==> src/rtl/imem_boot_loader_if.sv <==
// Byte-stream, instruction-memory write and core-reset bundle of the boot loader.
// slave = loader side, master = byte source / memory / observer side.
interface imem_boot_loader_if #(
  parameter int unsigned ADDR_W = 8
);
  logic              start;
  logic [7:0]        rx_data;
  logic              rx_valid;
  logic              rx_ready;
  logic              mem_we;
  logic [ADDR_W-1:0] mem_addr;
  logic [31:0]       mem_wdata;
  logic              core_rst_n;
  logic              busy;
  logic              done;
  logic              err;

  modport slave (
    input  start, rx_data, rx_valid,
    output rx_ready, mem_we, mem_addr, mem_wdata, core_rst_n, busy, done, err
  );

  modport master (
    output start, rx_data, rx_valid,
    input  rx_ready, mem_we, mem_addr, mem_wdata, core_rst_n, busy, done, err
  );
endinterface

==> src/rtl/imem_boot_loader.sv <==
// Boot-time instruction memory loader: parses a length-prefixed little-endian byte
// stream, writes one word per 4 bytes and holds the core in reset until the image is in.
module imem_boot_loader #(
  parameter int unsigned ADDR_W = 8
) (
  input  logic                clk,
  input  logic                rst,
  imem_boot_loader_if.slave   bus
);

  localparam int unsigned IDX_W = ADDR_W + 1;
  localparam int unsigned DEPTH = 32'(1) << ADDR_W;

  typedef enum logic [2:0] {
    S_IDLE, S_LEN0, S_LEN1, S_DATA, S_DONE, S_ERR
  } state_t;

  state_t              r_state,      w_state_nxt;
  logic                r_rx_ready,   w_rx_ready_nxt;
  logic                r_mem_we,     w_mem_we_nxt;
  logic [ADDR_W-1:0]   r_mem_addr,   w_mem_addr_nxt;
  logic [31:0]         r_mem_wdata,  w_mem_wdata_nxt;
  logic                r_core_rst_n, w_core_rst_n_nxt;
  logic                r_busy,       w_busy_nxt;
  logic                r_done,       w_done_nxt;
  logic                r_err,        w_err_nxt;
  logic [15:0]         r_len,        w_len_nxt;
  logic [IDX_W-1:0]    r_word_idx,   w_word_idx_nxt;
  logic [1:0]          r_byte_cnt,   w_byte_cnt_nxt;
  logic [31:0]         r_asm,        w_asm_nxt;

  logic                w_accept;
  logic [15:0]         w_len_full;
  logic                w_last_word;
  logic                w_all_written;

  assign w_accept      = bus.rx_valid && r_rx_ready;
  assign w_len_full    = {bus.rx_data, r_len[7:0]};
  assign w_last_word   = (16'(r_word_idx) + 16'd1) == r_len;
  assign w_all_written = 16'(r_word_idx) == r_len;

  // State and output registers
  always_ff @(posedge clk or posedge rst) begin
    if (rst) begin
      r_state      <= S_IDLE;
      r_rx_ready   <= 1'b0;
      r_mem_we     <= 1'b0;
      r_mem_addr   <= '0;
      r_mem_wdata  <= '0;
      r_core_rst_n <= 1'b0;
      r_busy       <= 1'b0;
      r_done       <= 1'b0;
      r_err        <= 1'b0;
      r_len        <= '0;
      r_word_idx   <= '0;
      r_byte_cnt   <= '0;
      r_asm        <= '0;
    end else begin
      r_state      <= w_state_nxt;
      r_rx_ready   <= w_rx_ready_nxt;
      r_mem_we     <= w_mem_we_nxt;
      r_mem_addr   <= w_mem_addr_nxt;
      r_mem_wdata  <= w_mem_wdata_nxt;
      r_core_rst_n <= w_core_rst_n_nxt;
      r_busy       <= w_busy_nxt;
      r_done       <= w_done_nxt;
      r_err        <= w_err_nxt;
      r_len        <= w_len_nxt;
      r_word_idx   <= w_word_idx_nxt;
      r_byte_cnt   <= w_byte_cnt_nxt;
      r_asm        <= w_asm_nxt;
    end
  end

  // Next-state and next-output logic
  always_comb begin
    w_state_nxt      = r_state;
    w_rx_ready_nxt   = 1'b0;
    w_mem_we_nxt     = 1'b0;
    w_mem_addr_nxt   = r_mem_addr;
    w_mem_wdata_nxt  = r_mem_wdata;
    w_core_rst_n_nxt = r_core_rst_n;
    w_busy_nxt       = r_busy;
    w_done_nxt       = r_done;
    w_err_nxt        = r_err;
    w_len_nxt        = r_len;
    w_word_idx_nxt   = r_word_idx;
    w_byte_cnt_nxt   = r_byte_cnt;
    w_asm_nxt        = r_asm;

    case (r_state)
      S_IDLE, S_DONE, S_ERR: begin
        if (bus.start) begin
          w_state_nxt      = S_LEN0;
          w_rx_ready_nxt   = 1'b1;
          w_busy_nxt       = 1'b1;
          w_done_nxt       = 1'b0;
          w_err_nxt        = 1'b0;
          w_core_rst_n_nxt = 1'b0;
        end
      end

      S_LEN0: begin
        w_rx_ready_nxt = 1'b1;
        if (w_accept) begin
          w_len_nxt   = {8'h00, bus.rx_data};
          w_state_nxt = S_LEN1;
        end
      end

      S_LEN1: begin
        w_rx_ready_nxt = 1'b1;
        if (w_accept) begin
          w_len_nxt = w_len_full;
          if (w_len_full == 16'd0) begin
            w_state_nxt      = S_DONE;
            w_rx_ready_nxt   = 1'b0;
            w_busy_nxt       = 1'b0;
            w_done_nxt       = 1'b1;
            w_core_rst_n_nxt = 1'b1;
          end else if (32'(w_len_full) > DEPTH) begin
            w_state_nxt    = S_ERR;
            w_rx_ready_nxt = 1'b0;
            w_busy_nxt     = 1'b0;
            w_err_nxt      = 1'b1;
          end else begin
            w_state_nxt    = S_DATA;
            w_word_idx_nxt = '0;
            w_byte_cnt_nxt = '0;
          end
        end
      end

      S_DATA: begin
        w_rx_ready_nxt = 1'b1;
        if (r_mem_we && w_all_written) begin
          w_state_nxt      = S_DONE;
          w_rx_ready_nxt   = 1'b0;
          w_busy_nxt       = 1'b0;
          w_done_nxt       = 1'b1;
          w_core_rst_n_nxt = 1'b1;
        end else if (w_accept) begin
          w_asm_nxt      = {bus.rx_data, r_asm[31:8]};
          w_byte_cnt_nxt = r_byte_cnt + 2'd1;
          if (r_byte_cnt == 2'd3) begin
            w_mem_we_nxt    = 1'b1;
            w_mem_addr_nxt  = r_word_idx[ADDR_W-1:0];
            w_mem_wdata_nxt = {bus.rx_data, r_asm[31:8]};
            w_word_idx_nxt  = r_word_idx + IDX_W'(1);
            // No byte is wanted during the final write cycle.
            if (w_last_word) w_rx_ready_nxt = 1'b0;
          end
        end
      end

      default: w_state_nxt = S_IDLE;
    endcase
  end

  assign bus.rx_ready   = r_rx_ready;
  assign bus.mem_we     = r_mem_we;
  assign bus.mem_addr   = r_mem_addr;
  assign bus.mem_wdata  = r_mem_wdata;
  assign bus.core_rst_n = r_core_rst_n;
  assign bus.busy       = r_busy;
  assign bus.done       = r_done;
  assign bus.err        = r_err;

endmodule

==> src/flat_wrapper.sv <==
// flat-port wrapper written by rule: the top's interface ports become plain ports
module imem_boot_loader_flat 
#(
  parameter int unsigned ADDR_W = 8
)
  (clk, rst, bus_start, bus_rx_data, bus_rx_valid, bus_rx_ready, bus_mem_we, bus_mem_addr, bus_mem_wdata, bus_core_rst_n, bus_busy, bus_done, bus_err);
  imem_boot_loader_if #(.ADDR_W(ADDR_W)) bus_i ();
  input  logic clk;
  input  logic rst;
  input wire logic [$bits(bus_i.start)-1:0] bus_start;
  input wire logic [$bits(bus_i.rx_data)-1:0] bus_rx_data;
  input wire logic [$bits(bus_i.rx_valid)-1:0] bus_rx_valid;
  output wire logic [$bits(bus_i.rx_ready)-1:0] bus_rx_ready;
  output wire logic [$bits(bus_i.mem_we)-1:0] bus_mem_we;
  output wire logic [$bits(bus_i.mem_addr)-1:0] bus_mem_addr;
  output wire logic [$bits(bus_i.mem_wdata)-1:0] bus_mem_wdata;
  output wire logic [$bits(bus_i.core_rst_n)-1:0] bus_core_rst_n;
  output wire logic [$bits(bus_i.busy)-1:0] bus_busy;
  output wire logic [$bits(bus_i.done)-1:0] bus_done;
  output wire logic [$bits(bus_i.err)-1:0] bus_err;
  assign bus_i.start = bus_start;
  assign bus_i.rx_data = bus_rx_data;
  assign bus_i.rx_valid = bus_rx_valid;
  assign bus_rx_ready = bus_i.rx_ready;
  assign bus_mem_we = bus_i.mem_we;
  assign bus_mem_addr = bus_i.mem_addr;
  assign bus_mem_wdata = bus_i.mem_wdata;
  assign bus_core_rst_n = bus_i.core_rst_n;
  assign bus_busy = bus_i.busy;
  assign bus_done = bus_i.done;
  assign bus_err = bus_i.err;
  imem_boot_loader #(.ADDR_W(ADDR_W)) u_core (.clk(clk), .rst(rst), .bus(bus_i));
endmodule
==> config.mk <==
export PLATFORM = sky130hd
export DESIGN_NAME = imem_boot_loader_flat
export DESIGN_NICKNAME = d
export VERILOG_FILES = /design/src/rtl/imem_boot_loader_if.sv /design/src/rtl/imem_boot_loader.sv /design/src/flat_wrapper.sv
export SDC_FILE = /design/constraint.sdc
export NUM_CORES = 1
export LEC_CHECK = 0
export BUFFER_PORTS_ARGS = -buffer_cell sky130_fd_sc_hd__buf_4
export CORE_AREA = 5 5 109 111
export DETAILED_ROUTE_END_ITERATION = 7
export DIE_AREA = 0 0 114 116
export GPL_TIMING_DRIVEN = 0
export MAX_ROUTING_LAYER = met4
export PLACE_DENSITY = 0.68
export SYNTH_ARGS = -nofsm -noshare
export SYNTH_HDL_FRONTEND = slang
export SYNTH_SLANG_ARGS = --single-unit
==> constraint.sdc <==
create_clock -name clk -period 3.3 [get_ports clk]
set_clock_uncertainty 0.05 [all_clocks]
set_input_delay 0.33 -clock clk [delete_from_list [all_inputs] [get_ports clk]]
set_output_delay 0.33 -clock clk [all_outputs]
set_load 0.01 [all_outputs]
* Word level (Yosys, flattened, before mapping) *
Index checks and enable logic that the tools add are counted.

storage, ports and cells
  bits of input ports = 12
  register bits = 107
  word-level logic and storage cells = 109
  output and inout port bits = 46

operators by class
  reductions and logical operators = 19
  equal/unequal tests = 20
  bitwise logic cells = 2
  $lt $le $gt $ge = 1
  muxes and demuxes = 51
  add/sub/neg operators = 3

operators by type and width
  kind                                                            number
  two-way mux 9 bit                                               6
  two-way mux 16 bit                                              2
  case mux 16 bit (2 select lines)                                1
  two-way mux 1 bit                                               24
  two-way mux 3 bit                                               6
  case mux 9 bit (2 select lines)                                 1
  equality test 16 bit                                            1
  equality test 9 x 16 -> 1 bit                                   1
  greater-than comparator 16 x 9 -> 1 bit, second input constant  1
  zero test 16 bit                                                1
  AND reduction 5 bit                                             3
  inequality test 2 x 1 -> 1 bit, second input constant           7
  case mux 3 bit (4 select lines)                                 1
  adder 9 x 1 -> 10 bit, second input constant                    1
  two-way mux 2 bit                                               5
  adder 9 x 1 -> 9 bit, second input constant                     1
  AND reduction 3 bit                                             3
  inequality test 2 bit, second input constant                    4
  AND reduction 4 bit                                             2
  AND reduction 7 bit                                             1
  equality test 3 x 2 -> 1 bit, second input constant             2
  equality test 3 bit, second input constant                      2
  case mux 1 bit (3 select lines)                                 2
  AND reduction 6 bit                                             1
  other kinds (13)                                                17

* Depth between registers and ports, before layout *
Gate-level depths: netlist of run 1.

  word-level depth = 7
  mapped depth = 8
  gate-level depth less buffers = 7

* Worst setup path after synthesis of run 1 *
Ideal clock, no wire load.

  path kind = flip-flop to flip-flop
  start = register u_core.r_len[13]
  end = register u_core.r_mem_addr[0], in the netlist u_core.bus.mem_addr[0]
  period minus slack after synthesis = 2.010 ns
  arrival = 1.834 ns
  path buffers = 1
  setup slack = 1.290 ns
  cell stages (with the launch flop) = 7
  library setup time = 0.125 ns
  data required time = 3.125 ns
  path through = dfrtp_1 or4_4 nor3_4 and4_4 nor3_4 buf_6 mux2_4

on the way
  longest elaborated chain between the ends = 4

RTL lines
  element                        line                     source
  start, declared                imem_boot_loader.sv:27   logic [15:0] r_len, w_len_nxt;
  start signal, assigned         imem_boot_loader.sv:68   r_len <= w_len_nxt;
  equality test 9 x 16 -> 1 bit  imem_boot_loader.sv:40   assign w_all_written = 16'(r_word_idx) == r_len;
  logical AND 1 bit              imem_boot_loader.sv:136  if (r_mem_we && w_all_written) begin
  inverter 1 bit (no line)       --
  AND reduction 4 bit (no line)  --
  end signal, assigned           imem_boot_loader.sv:62   r_mem_addr <= w_mem_addr_nxt;
  end, declared                  imem_boot_loader.sv:21   logic [ADDR_W-1:0] r_mem_addr, w_mem_addr_nxt;

Every way passes these cells.
A chain may end at the register's enable or synchronous reset.

* Worst setup path after layout of run 1 *
  start = register u_core.r_state[2]
  end = register u_core.r_asm[22]

on the way
  longest elaborated chain between the ends = 2

RTL lines
  element                        line                    source
  start, declared                imem_boot_loader.sv:18  state_t r_state, w_state_nxt;
  start signal, assigned         imem_boot_loader.sv:59  r_state <= w_state_nxt;
  equality test 3 x 2 -> 1 bit   imem_boot_loader.sv:91  case (r_state)
  AND reduction 3 bit (no line)  --
  end signal, assigned           imem_boot_loader.sv:71  r_asm <= w_asm_nxt;
  end, declared                  imem_boot_loader.sv:30  logic [31:0] r_asm, w_asm_nxt;

Every way passes these cells.

==> results of run 1 <==
==> metrics by stage <==
| step | total power [uW] | cell area (sq um) | std cells |
|---|---|---|---|
| final | 3730 | 5590 | 591 |
| after floorplan | 2640 | 4750 | 376 |
| after CTS | 3760 | 5590 | 591 |
| after global placement | 2940 | 5360 | 573 |
| after global routing | 3970 | 5590 | 591 |
| after detailed placement | 2990 | 5390 | 574 |
==> power by group <==
| group | total (uW) | internal [uW] | switching, uW |
|---|---|---|---|
| Clock | 768 | 324 | 445 |
| Combinational | 1180 | 619 | 558 |
| Sequential | 1780 | 1520 | 265 |
| Total | 3730 | 2460 | 1270 |
==> registers in the layout (all words and copies together), names as in the netlist <==
register / count
u_core.bus.mem_wdata: 32
u_core.r_asm: 24
u_core.r_len: 16
u_core.r_word_idx: 9
u_core.bus.mem_addr: 8
u_core.r_state: 3
u_core.r_byte_cnt: 2
u_core.bus.busy: 1
u_core.bus.core_rst_n: 1
u_core.bus.err: 1
u_core.bus.mem_we: 1
u_core.bus.rx_ready: 1
==> worst max-delay path by stage <==
stage          cells after the start                             to                             start
3_3_place_gp                       2  u_core.r_state[1]$_DFFE_PP0P_                               rst
5_1_grt                            7  u_core.bus.rx_ready$_DFF_PP0_  u_core.r_word_idx[1]$_DFFE_PP0P_
6_report                           7   u_core.r_asm[22]$_DFFE_PP0P_     u_core.r_state[2]$_DFFE_PP0P_
3_5_place_dp                       7   u_core.r_asm[21]$_DFFE_PP0P_     u_core.r_state[2]$_DFFE_PP0P_
4_1_cts                            7   u_core.r_asm[16]$_DFFE_PP0P_     u_core.r_state[2]$_DFFE_PP0P_
2_1_floorplan                      1    u_core.bus.busy$_DFFE_PP0P_                               rst
==> layout make-up <==
type | count | area, sq um | share of cell area, %
flip-flops and latches | 99 | 2480 | 44.3
multi-input cells | 250 | 2110 | 37.7
repair buffers | 59 | 465 | 8.33
well taps | 140 | 175 | 3.13
plain buffers | 23 | 153 | 2.73
clock buffers | 11 | 151 | 2.71
clock inverters | 5 | 41.3 | 0.739
inverters | 4 | 17.5 | 0.313
==> metal layers <==
metal | share of wire [%] | global-route usage [%] | up-vias
li1 | - | - | 1488
met1 | 47 | 21.9 | 1559
met2 | 47 | 25.3 | 76
met3 | 3.6 | 2.40 | 18
met4 | 2.3 | 7.76 | 0
met5 | 0 | - | -
==> worst max-delay path, delay by kind of cell (launching register included) <==
family	cells	cell delay, ns
flops	1	0.44
mux	1	0.31
simple gates	4	0.95
buf+inv	2	0.44
==> layout by cell type (no fill, tap or decap), types with 7 or more instances in the layout <==
| master | n |
|---|---|
| dfrtp_1 | 99 |
| buf_4 | 59 |
| mux2_4 | 58 |
| nand2_1 | 46 |
| o21ai_0 | 20 |
| nand3_1 | 13 |
| clkbuf_8 | 11 |
| clkbuf_1 | 9 |
| a31oi_1 | 9 |
| xor2_1 | 8 |
| mux2_2 | 8 |
| buf_6 | 7 |
| nor2_1 | 7 |
==> what timing repair did <==
item,CTS,global route
hold endpoints to repair,32,0
buffers inserted,0,0
hold buffers,1,0
==> cell families after synthesis <==
kind of cell,after synthesis
AOI/OAI and AO/OA,60
xor gates and xnor gates,14
adders and majority gates,2
buffers and inverters,27
DFF,99
muxes,66
and+or+nand+nor,108
==> summary.txt, run 1 <==
Vias in the first global route -> 3247
Critical Path AT -> 2.52 ns
TritonCTS clock tree -> built
Final Hold Viols -> 0
EDFF count, synth -> 0
RR Startpoint -> u_core.r_state[2]$_DFFE_PP0P_
Adder and majority cell fraction of the synthesized area -> 0.527%
Xor/xnor cell area share of the yosys netlist -> 2.58%
Fin util -> 52.2%
Fillers -> 899
Post-layout worst setup margin -> 0.991 ns
Full die area -> 13200 sq um
Net count after synthesis -> 390
Seq/Total Area, Yosys -> 52.1%
Cells on worst reg2reg path -> 7
Worst slew pin tran -> 0.573 ns
CP endpoint kind -> flop
Worst slew margin -> 60.8%
Fmax -> 0.433 GHz
Post-synthesis compound-gate area fraction -> 8.27%
Largest family of logic cells by synthesized area -> multiplexers
Cell Rows -> 38
Hold Crit Depth -> 3
Reg clk slew, reported paths -> 0.10 ns
Pre-CTS setup slack -> 0.997 ns
ANT cells -> 0
Chip Height -> 116 um
Outcome -> complete, no violations
Clock sink count -> 99
Post-Synth Simple-Gate Area -> 12.7%
Iteration count of the initial detailed-routing pass -> 4
Hold_ws -> 0.153 ns
Max incr delay on CP -> 0.44 ns
Synth async-reset ratio -> 100%
Crit path cell chain -> nor2b_1 > and2_1 > buf_2 > nand2_2 > nor2_4 > buf_6 > mux2_4
Num CTS Buffers -> 9
Post-synthesis mux area share -> 20.2%
Period Utilization, post-route -> 70.0%
TNS Setup -> 0 ns
CORE AREA -> 10700 sq um
Top cells by area, synth -> dfrtp_1 (52%), mux2_4 (18%), nand2_1 (3.6%)
Ys flop type -> dfrtp_1
Top Ports -> 58
CP max stage cell -> dfrtp_1
Fin nets -> 460
WS Path Type -> flop to flop
Vias per inst -> 5.31
Mapped Area -> 4750 sq um
Post-synth top cells -> dfrtp_1 (99), mux2_4 (58), nand2_1 (46)
Share of layout cells above drive strength 1 -> 37.3%
Initial DRC Count -> 163
Final ANT Viol Nets -> 0
Synthesized netlist cell count -> 376
FF-to-FF setup slack -> 0.99 ns
P_leak -> 0.00268 uW
Initial antenna violation count -> 0
Initial Utilization -> 44.4%
DRC viols -> 0
Chip width -> 114 um
Largest net degree at the start of global routing -> 68
Final setup viols -> 0
RSZ-0062 raised after global routing -> no
HPWL Detailed -> 7240 um
Skew-Pair Late Insertion Delay -> 0.37 ns
YS warnings -> 0
Minimum clock period -> 2.31 ns
Area grow syn2layout -> 17.6%
GRT Total Usage -> 16.6%
Port Buffers -> 57
Worst Hold Class -> input port to flop
GPL Wtd Cong -> 0.853
Gates resized, CTS repair -> 0
Yosys top cell area share -> 52.1%
Yosys reg bits -> 99
Pwr dens -> 667 nW/um^2
Count leader, synth -> dfrtp_1
Setup crit start kind -> flop
RR Endpoint -> u_core.r_asm[22]$_DFFE_PP0P_
First-pass GRT wire length -> 16700 um
Worst EP required -> 3.51 ns
Crit-path max FO -> 10
Max-cap viol count -> 0
HP Start -> bus_rx_data[6]
Final Max Tran Viols -> 0
Vias -> 3141
Root Driver -> clkbuf_8
Synth unique cells -> 59
Post-Route WL -> 10100 um
Clk buf depth -> 2
Avg Cell Area, Syn -> 12.6 sq um
Hold path endpoint -> u_core.r_len[14]$_DFFE_PP0P_
H-tree levels -> 3
Max VDD drop -> 0.000323 V
Routed WL per cell -> 17.1 um
Cell taking the most area after synthesis -> dfrtp_1
Gr ovfl total -> 0
(Power assumes the default switching activity.)
==> run 2, diff against run 1 <==
clock period = 2.25 ns   (was 3.3 ns; I/O delays follow)
==> run 2 against run 1 <==
Critical path depth is 1 lower. Flip-flop and latch count stayed put. Largest cell class unchanged. Sequential share of layout area is 1.0 points lower. Global-route usage is 0.28 points lower. First-iteration DRC count is 28% lower. Utilization is 1.2 points higher.
==> summary.txt, run 2 (synthesis gave the netlist of run 1 again) <==
Internal -> 3690 uW (+50%)
Root Driver -> clkbuf_8
Worst slew margin -> 55.7% (-5.1 points)
Max FFs per register -> 32 (unchanged)
Crit path cell chain -> or4_4 > nor3_4 > and4_4 > nor3_4 > buf_6 > mux2_4
WS Path Type -> flop to flop
Share of layout cells above drive strength 1 -> 40.1% (+2.9 points)
CORE AREA -> 10700 sq um (unchanged)
Fmax -> 0.456 GHz (+5.4%)
Logic pwr share -> 33.1% (+1.5 points)
Sw Share -> 34.4% (+0.38 points)
Pre-CTS setup slack -> -0.0458 ns (-1.04 ns)
Crit-path max FO -> 10 (unchanged)
Clk buf depth -> 2 (unchanged)
CP endpoint kind -> flop
Chip width -> 114 um (unchanged)
Area grow syn2layout -> 20.4%
Clock share of power -> 19.9% (-0.7 points)
Fin nets -> 470 (+2.2%)
P_sw -> 1930 uW (+52%)
Initial antenna violation count -> 0 (unchanged)
Total Power -> 5620 uW (+51%)
Pwr dens -> 982 nW/um^2 (+47%)
GPL Wtd Cong -> 0.847 (-0.75%)
Num CTS Buffers -> 9 (unchanged)
CP max stage cell -> or4_4
Skew-Pair Late Insertion Delay -> 0.38 ns (about the same)
Worst EP required -> 2.46 ns (-1.05 ns)
Vias -> 3170 (+0.92%)
Largest net degree at the start of global routing -> 38 (-44%)
Critical Path AT -> 2.40 ns (-0.12 ns)
Minimum clock period -> 2.19 ns (-0.118 ns)
Vias in the first global route -> 3197 (-1.5%)
Commonest non-fill, non-tap cell in the layout -> dfrtp_1
Setup crit start kind -> flop
Crit-path leading delay family -> simple AND/OR/NAND/NOR gates
Placed cells -> 575 (+0.17%)
First-pass GRT wire length -> 16400 um (-1.8%)
Final Hold Viols -> 0 (unchanged)
Full die area -> 13200 sq um (unchanged)
GRT Total Usage -> 16.3% (-0.28 points)
Post-Layout Cell Count -> 601 (+1.7%)
Outcome -> complete, no violations
Crit-path most repeated cell -> nor3_4
Final setup viols -> 0 (unchanged)
Post-layout worst setup margin -> 0.0589 ns (-0.932 ns)
Post-Route WL -> 10100 um (-0.13%)
Buffers & Inverters on Critical Path -> 1 (-1)
ANT cells -> 0 (unchanged)
Fin util -> 53.5% (+1.2 points)
Max incr delay on CP -> 0.55 ns (+0.11 ns)
Vias per inst -> 5.27 (-0.76%)
Final Max Tran Viols -> 0 (unchanged)
Worst Hold Class -> input port to flop
Iteration count of the initial detailed-routing pass -> 4 (unchanged)
H-tree levels -> 3 (unchanged)
Period Utilization, post-route -> 97.4% (+27 points)
Seq pwr share -> 47.0% (-0.8 points)
DRC viols -> 0 (unchanged)
Initial DRC Count -> 118 (-28%)
Chip Height -> 116 um (unchanged)
Final ANT Viol Nets -> 0 (unchanged)
Port Buffers -> 57 (unchanged)
Max-cap viol count -> 0 (unchanged)
Worst slew pin tran -> 0.663 ns (+0.0898 ns)
Max VDD drop -> 0.000370 V (+14%)
Initial Utilization -> 44.4% (unchanged)
P_leak -> 0.00274 uW (+2.1%)
HPWL Detailed -> 7340 um (+1.3%)
Gr ovfl total -> 0 (unchanged)
TritonCTS clock tree -> built
Clock sink count -> 99 (unchanged)
Top Ports -> 58 (unchanged)
Cell Rows -> 38 (unchanged)
Routed WL per cell -> 16.8 um (-1.8%)
Most frequent cells in the layout -> dfrtp_1 (98), buf_4 (68), mux2_4 (58), nand2_1 (46), o21ai_0 (20)
Reg clk slew, reported paths -> 0.10 ns (about the same)
run 2: final timing paths:
check | startpoint | end | slack (ns) | depth (start not counted)
setup / recovery | u_core.r_len[13]$_DFFE_PP0P_ | u_core.bus.mem_addr[6]$_DFFE_PP0P_ | 0.06 | 6
min in group asynchronous | rst | u_core.r_asm[14]$_DFFE_PP0P_ | 0.45 | 3
setup reg to reg | u_core.r_len[13]$_DFFE_PP0P_ | u_core.bus.mem_addr[6]$_DFFE_PP0P_ | 0.06 | 6
hold reg to reg | u_core.r_len[14]$_DFFE_PP0P_ | u_core.r_len[14]$_DFFE_PP0P_ | 0.46 | 2
max in group asynchronous | rst | u_core.r_len[7]$_DFFE_PP0P_ | 1.10 | 4
hold / removal | bus_rx_data[5] | u_core.r_len[13]$_DFFE_PP0P_ | 0.05 | 3
run 2: power groups by stage:
stage / Sequential [uW] / Combinational (uW) / Clock (uW)
after floorplan: 2560 / 1310 / 0
after global placement: 2630 / 1680 / 0
after detailed placement: 2660 / 1730 / 0
after CTS: 2620 / 1760 / 1140
after global routing: 2700 / 2040 / 1230
final: 2640 / 1860 / 1120
run 2: metal layers:
metal	GRT usage (%)	routed length, um
met1	21.9	4740
met2	25.4	4750
met3	2.61	455
met4	5.38	128
met5	-	0
run 2: through the flow:
| step | setup TNS [ns] | cell area, sq um | hold slack [ns] |
|---|---|---|---|
| floorplan | 0 | 4760 | 0.280 |
| global placement | -0.169 | 5360 | 0.422 |
| detailed placement | -0.620 | 5400 | 0.314 |
| CTS | 0 | 5620 | 0.0277 |
| global route | -0.0500 | 5720 | 0.0587 |
| finish | 0 | 5720 | 0.0454 |
run 2: worst register-to-register path: cells and delay by family (launching register included):
family,cells,cell delay [ns]
multiplexers,1,0.31
flip-flops,1,0.40
AND/OR/NAND/NOR,4,1.14
buffers and inverters,1,0.17
run 2: what timing repair did:
item,in CTS,in global routing
gates resized for setup,2,10
setup endpoints to repair,20,62
hold buffers,1,0
pin swaps,1,4
hold endpoints to repair,27,0
setup buffers,2,7
run 2: cell type report:
type                            count  area (sq um)
Sequential cell                    99          2480
Clock buffer                       10           138
Timing Repair Buffer               69           546
Inverter                            4          18.8
Fill cell                         941          4980
Buffer                             23           164
Clock inverter                      6          56.3
Tap cell                          140           175
Multi-Input combinational cell    250          2140
